[config.mk]
export PLATFORM = sky130hd
export DESIGN_NAME = sensor_priority_arbiter_flat
export DESIGN_NICKNAME = d
export VERILOG_FILES = /design/src/rtl/sensor_priority_arbiter_if.sv /design/src/rtl/sensor_priority_arbiter.sv /design/src/flat_wrapper.sv
export SDC_FILE = /design/constraint.sdc
export NUM_CORES = 1
export LEC_CHECK = 0
export CAP_MARGIN = 30
export CORE_ASPECT_RATIO = 0.6
export CORE_MARGIN = 2
export CORE_UTILIZATION = 25
export DETAILED_ROUTE_END_ITERATION = 8
export PLACE_DENSITY = 0.52
export SLEW_MARGIN = 5
export SYNTH_ARGS = -nofsm -noshare
export SYNTH_HDL_FRONTEND = slang
export SYNTH_SLANG_ARGS = --single-unit
[constraint.sdc]
create_clock -name clk -period 2.7 [get_ports clk]
set_input_delay 0.675 -clock clk [delete_from_list [all_inputs] [get_ports clk]]
set_output_delay 0.675 -clock clk [all_outputs]
set_load 0.05 [all_outputs]
[src/rtl/sensor_priority_arbiter_if.sv]
// Request/thermal inputs and actuator/display outputs of the sensor priority arbiter.
interface sensor_priority_arbiter_if #(
  parameter int unsigned N_REQ  = 4,
  parameter int unsigned TEMP_W = 6
);
  localparam int unsigned N_CH  = N_REQ + 2;
  localparam int unsigned IDX_W = $clog2(N_CH + 1);

  logic [N_REQ-1:0]  req;
  logic              ST;
  logic [TEMP_W-1:0] temperature;
  logic [N_CH-1:0]   grant;
  logic [IDX_W-1:0]  display;
  logic              reversed_priority;

  modport master (
    output req, ST, temperature,
    input  grant, display, reversed_priority
  );

  modport slave (
    input  req, ST, temperature,
    output grant, display, reversed_priority
  );
endinterface

[src/rtl/sensor_priority_arbiter.sv]
// Priority arbiter over door/alarm/window requests plus heater/cooler thermal channels.
// Optional minimum grant hold enabled by SENSOR_PRIORITY_ARBITER_MIN_HOLD_EN.
module sensor_priority_arbiter #(
  parameter int unsigned N_REQ    = 4,
  parameter int unsigned TEMP_W   = 6,
  parameter int unsigned T_LOW    = 8,
  parameter int unsigned T_HIGH   = 30,
  parameter int unsigned HYST     = 2,
  parameter int unsigned CNT_W    = 4,
  parameter int unsigned MIN_HOLD = 4
) (
  input logic clk,
  input logic reset,
  sensor_priority_arbiter_if.slave bus
);
  localparam int unsigned N_CH  = N_REQ + 2;
  localparam int unsigned IDX_W = $clog2(N_CH + 1);

  // Thresholds widened by one bit so T_LOW+HYST cannot overflow the temperature range
  localparam logic [TEMP_W:0] HEAT_ON  = (TEMP_W+1)'(T_LOW);
  localparam logic [TEMP_W:0] HEAT_OFF = (TEMP_W+1)'(T_LOW + HYST);
  localparam logic [TEMP_W:0] COOL_ON  = (TEMP_W+1)'(T_HIGH);
  localparam logic [TEMP_W:0] COOL_OFF = (TEMP_W+1)'(T_HIGH - HYST);

  logic             heat_q, heat_d;
  logic             cool_q, cool_d;
  logic [CNT_W-1:0] cnt_q, cnt_d;
  logic [N_CH-1:0]  grant_q, grant_d;
  logic [IDX_W-1:0] disp_q, disp_d;

  logic [TEMP_W:0]  temp_x;
  logic [N_CH-1:0]  act;
  logic             act_any;
  logic             rev;
  logic [IDX_W-1:0] win_disp;
  logic [N_CH-1:0]  win_grant;

`ifdef SENSOR_PRIORITY_ARBITER_MIN_HOLD_EN
  localparam int unsigned HOLD_W = $clog2(MIN_HOLD) + 1;
  logic [HOLD_W-1:0] hold_q, hold_d;
  logic              keep;
`endif

  assign temp_x  = {1'b0, bus.temperature};
  assign act     = {cool_q, heat_q, bus.req};
  assign act_any = |act;
  assign rev     = cnt_q[CNT_W-1];

  // Winner as display code (index+1); scan order picks lowest or highest active channel
  always_comb begin
    win_disp = '0;
    for (int i = 0; i < int'(N_CH); i++) begin
      if (rev) begin
        if (act[i]) win_disp = IDX_W'(i + 1);
      end else begin
        if (act[int'(N_CH) - 1 - i]) win_disp = IDX_W'(int'(N_CH) - i);
      end
    end
    for (int i = 0; i < int'(N_CH); i++) begin
      win_grant[i] = (win_disp == IDX_W'(i + 1));
    end
  end

  always_comb begin
    heat_d  = heat_q;
    cool_d  = cool_q;
    cnt_d   = cnt_q;
    grant_d = win_grant;
    disp_d  = win_disp;

    if (bus.ST && temp_x <= HEAT_ON)        heat_d = 1'b1;
    else if (!bus.ST || temp_x >= HEAT_OFF) heat_d = 1'b0;

    if (bus.ST && temp_x >= COOL_ON)        cool_d = 1'b1;
    else if (!bus.ST || temp_x <= COOL_OFF) cool_d = 1'b0;

    if (act_any) cnt_d = cnt_q + 1'b1;

`ifdef SENSOR_PRIORITY_ARBITER_MIN_HOLD_EN
    // Current grant survives while its hold runs and its channel stays active
    keep   = (hold_q != '0) && (|(grant_q & act));
    hold_d = hold_q;
    if (!act_any) begin
      hold_d = '0;
    end else if (keep) begin
      grant_d = grant_q;
      disp_d  = disp_q;
      hold_d  = hold_q - 1'b1;
    end else if (win_disp != disp_q) begin
      hold_d  = HOLD_W'(MIN_HOLD - 1);
    end else begin
      hold_d  = '0;
    end
`endif
  end

  always_ff @(posedge clk or negedge reset) begin
    if (!reset) begin
      heat_q  <= 1'b0;
      cool_q  <= 1'b0;
      cnt_q   <= '0;
      grant_q <= '0;
      disp_q  <= '0;
`ifdef SENSOR_PRIORITY_ARBITER_MIN_HOLD_EN
      hold_q  <= '0;
`endif
    end else begin
      heat_q  <= heat_d;
      cool_q  <= cool_d;
      cnt_q   <= cnt_d;
      grant_q <= grant_d;
      disp_q  <= disp_d;
`ifdef SENSOR_PRIORITY_ARBITER_MIN_HOLD_EN
      hold_q  <= hold_d;
`endif
    end
  end

  assign bus.grant             = grant_q;
  assign bus.display           = disp_q;
  assign bus.reversed_priority = rev;
endmodule

[src/flat_wrapper.sv]
// flat-port wrapper written by rule: the top's interface ports become plain ports
module sensor_priority_arbiter_flat 
#(
  parameter int unsigned N_REQ    = 4,
  parameter int unsigned TEMP_W   = 6,
  parameter int unsigned T_LOW    = 8,
  parameter int unsigned T_HIGH   = 30,
  parameter int unsigned HYST     = 2,
  parameter int unsigned CNT_W    = 4,
  parameter int unsigned MIN_HOLD = 4
)
  (clk, reset, bus_req, bus_ST, bus_temperature, bus_grant, bus_display, bus_reversed_priority);
  sensor_priority_arbiter_if #(.N_REQ(N_REQ), .TEMP_W(TEMP_W)) bus_i ();
  input logic clk;
  input logic reset;
  input wire logic [$bits(bus_i.req)-1:0] bus_req;
  input wire logic [$bits(bus_i.ST)-1:0] bus_ST;
  input wire logic [$bits(bus_i.temperature)-1:0] bus_temperature;
  output wire logic [$bits(bus_i.grant)-1:0] bus_grant;
  output wire logic [$bits(bus_i.display)-1:0] bus_display;
  output wire logic [$bits(bus_i.reversed_priority)-1:0] bus_reversed_priority;
  assign bus_i.req = bus_req;
  assign bus_i.ST = bus_ST;
  assign bus_i.temperature = bus_temperature;
  assign bus_grant = bus_i.grant;
  assign bus_display = bus_i.display;
  assign bus_reversed_priority = bus_i.reversed_priority;
  sensor_priority_arbiter #(.N_REQ(N_REQ), .TEMP_W(TEMP_W), .T_LOW(T_LOW), .T_HIGH(T_HIGH), .HYST(HYST), .CNT_W(CNT_W), .MIN_HOLD(MIN_HOLD)) u_core (.clk(clk), .reset(reset), .bus(bus_i));
endmodule
==> flow_metrics.env <==
export IMPL_status="finished, final reports clean"
export IMPL_yosysSeqAreaShare=0.542
export IMPL_cts_made_buffers=3
export IMPL_routed_top_layer="met4"
export IMPL_endpoint_kind="output pin"
export IMPL_p_per_area_nw_per_um2=1010
export IMPL_cts_tree="yes"
export IMPL_routedWlPerCell_um=12.1
export IMPL_max_slew_margin=0.527
export IMPL_wl_met1_um=669
export IMPL_drt_pre_antenna_iters=4
export IMPL_grt_setup_unrepaired="false"
export IMPL_ys_ff_latch=15
export IMPL_crit_buf_inv=1
export IMPL_layout_nets=99
export IMPL_slew_viol_final=0
export IMPL_drv_cap=0
export IMPL_clkSinkCount=15
export IMPL_h_tree_depth=1
export IMPL_hold_violations=0
export IMPL_antenna_found_initial=0
export IMPL_drive_above_1_share=0.119
export IMPL_crit_slowest_cell="clkdlybuf4s50_1"
export IMPL_start_util=0.269
export IMPL_die_area_um2=3220
export IMPL_worstPathMaxFanout=10
export IMPL_fmax_mhz=439
export IMPL_ios=23
export IMPL_std_cell_rows=14
export IMPL_via_per_inst=4.69
export IMPL_synth_area_um2=693
export IMPL_worst_setup_path_type="reg -> out"
export IMPL_final_cell_mix="clkdlybuf4s50_1 (22), dfrtp_1 (15), nor2_1 (4)"
export IMPL_ys_types=30
export IMPL_fin_crit_sh=0.844
export IMPL_critical_path_top_delay_family="buffers and inverters"
export IMPL_synth_nets=73
export IMPL_clk_pin_slew_ps=60
export IMPL_critPathMaxStageDelay_ps=860
export IMPL_die_y_um=44.8
export IMPL_required_ps=2030
export IMPL_grt_pass1_wl_mm=2.61
export IMPL_p_leak_nw=0.415
export IMPL_cts_root_buf="clkbuf_8"
export IMPL_wl_met3_um=129
export IMPL_vdd_drop_max_v=0.000241
export IMPL_n_antenna_cell=0
export IMPL_worst_setup_path_start_kind="register"
export IMPL_final_common_cell="clkdlybuf4s50_1"
export IMPL_yosysWarningCount=0
export IMPL_grt_pass1_vias=566
export IMPL_hold_class="reg -> reg"
export IMPL_drt_iter0_markers=14
export IMPL_gp_congestion=0.855
export IMPL_clock_path_buffers=2
export IMPL_gr_usage_all_layers=0.111
export IMPL_holdBufCountCts=0
export IMPL_setup_viol_count_final=0
export IMPL_finClkSkew_ps=1.40
export IMPL_avgSynthCellArea_um2=11.7
export IMPL_crit_chain="clkdlybuf4s50_1"
export IMPL_synth_cells=59
export IMPL_wirelength_mm=1.40
export IMPL_cts_resized=0
export IMPL_io_buffers=22
export IMPL_dp_hpwl_mm=1.12
export IMPL_finalPower_w=0.00100
export IMPL_period_needed_ps=2280
export IMPL_overflow=0
export IMPL_syn_to_final_growth_pct=42.6
export IMPL_core_area_um2=2570
export IMPL_wl_met2_um=593
export IMPL_num_vias=544
export IMPL_post_cts_buffers=0
export IMPL_crit_arrival_ps=1600
export IMPL_grt_max_degree=16
export IMPL_worstMarginPinSlew_ps=699
export IMPL_die_w_um=72.0
export IMPL_clkLatencyLatePin_ps=240
export IMPL_remaining_drc_errors=0
export IMPL_finalSetupTns_ps=0
export IMPL_antenna_left=0
[cell usage after synthesis]
library cell	number	area (um^2)
o311a_1	1	10.0
mux2_1	1	11.3
nand2_1	2	7.51
and3_1	1	6.26
inv_1	2	7.51
buf_6	1	11.3
xnor2_1	1	8.76
nor3_2	2	20.0
xor2_1	2	17.5
o21bai_1	2	15.0
nor4_2	1	12.5
and2b_2	1	8.76
a221o_1	1	10.0
ha_1	1	12.5
dfrtp_1	15	375
a211oi_1	2	15.0
nand3_1	2	10.0
nor2_1	4	15.0
nor3_1	2	10.0
o21a_1	2	15.0
o311ai_1	1	8.76
and2b_1	1	7.51
or3b_1	1	8.76
nor4_1	2	12.5
a2bb2oi_2	1	15.0
inv_2	1	3.75
a21boi_0	2	15.0
o31ai_1	1	7.51
a21oi_1	2	10.0
o21ai_0	1	5.00
[path summary, 6_finish.rpt]
kind | from | end | slack [ps] | cells after the start
max | u_core.cnt_q[3] | bus_reversed_priority | 420 | 1
min | u_core.cnt_q[2] | u_core.cnt_q[2] | 480 | 1
max reg2reg | u_core.cnt_q[3] | u_core.bus.grant[0] | 1100 | 3
min reg2reg | u_core.cnt_q[2] | u_core.cnt_q[2] | 480 | 1
max in group asynchronous | reset | u_core.cnt_q[2] | 1440 | 1
min in group asynchronous | reset | u_core.bus.grant[1] | 830 | 1
[registers in the layout, indices dropped and copies added, names as in the netlist]
register            cells
u_core.bus.display      3
u_core.cnt_q            4
u_core.cool_q           1
u_core.heat_q           1
u_core.bus.grant        6
[layout make-up]
type,instances,area (um^2)
fillers,265,1590
multi-input cells,40,295
clock buffers,3,41.3
inverters,3,11.3
well taps,32,40.0
repair buffers,22,220
flip-flops and latches,15,375
clock inverters,1,5.00
[through the flow]
stage          worst slack, ps  hold slack (ps)  std cells   util  cell area, um^2
6_report                   421              477        116  0.384              988
5_1_grt                    349              521        116  0.384              988
4_1_cts                    405              478        116  0.384              988
3_5_place_dp               400              464        112  0.366              942
3_3_place_gp               420              468        112  0.366              942
2_1_floorplan             1100              379         59      -              693
[logic make-up (layout without fill, tap and decap cells)]
kind of cell    Yosys count  after routing  synth area share
fa+ha+maj                 1              1            0.0180
simple gates             19             19             0.171
mux                       1              1            0.0162
compound gates           16             16             0.182
buf+inv                   4             29            0.0325
flops                    15             15             0.542
xor+xnor                  3              3            0.0379
[report_power, final]
part | switching (W) | leakage [nW] | total [W] | internal, W
registers | 0.0000501 | 0.190 | 0.000349 | 0.000299
logic | 0.000296 | 0.199 | 0.000475 | 0.000179
clock network | 0.0000768 | 0.0255 | 0.000179 | 0.000102
total | 0.000423 | 0.415 | 0.00100 | 0.000580
[metal layers]
metal	vias up	GRT usage
li1	267	-
met5	-	0
met3	2	0.0513
met2	26	0.174
met4	0	0.0340
met1	249	0.138
Note: power is estimated with default switching activity, not from simulation.
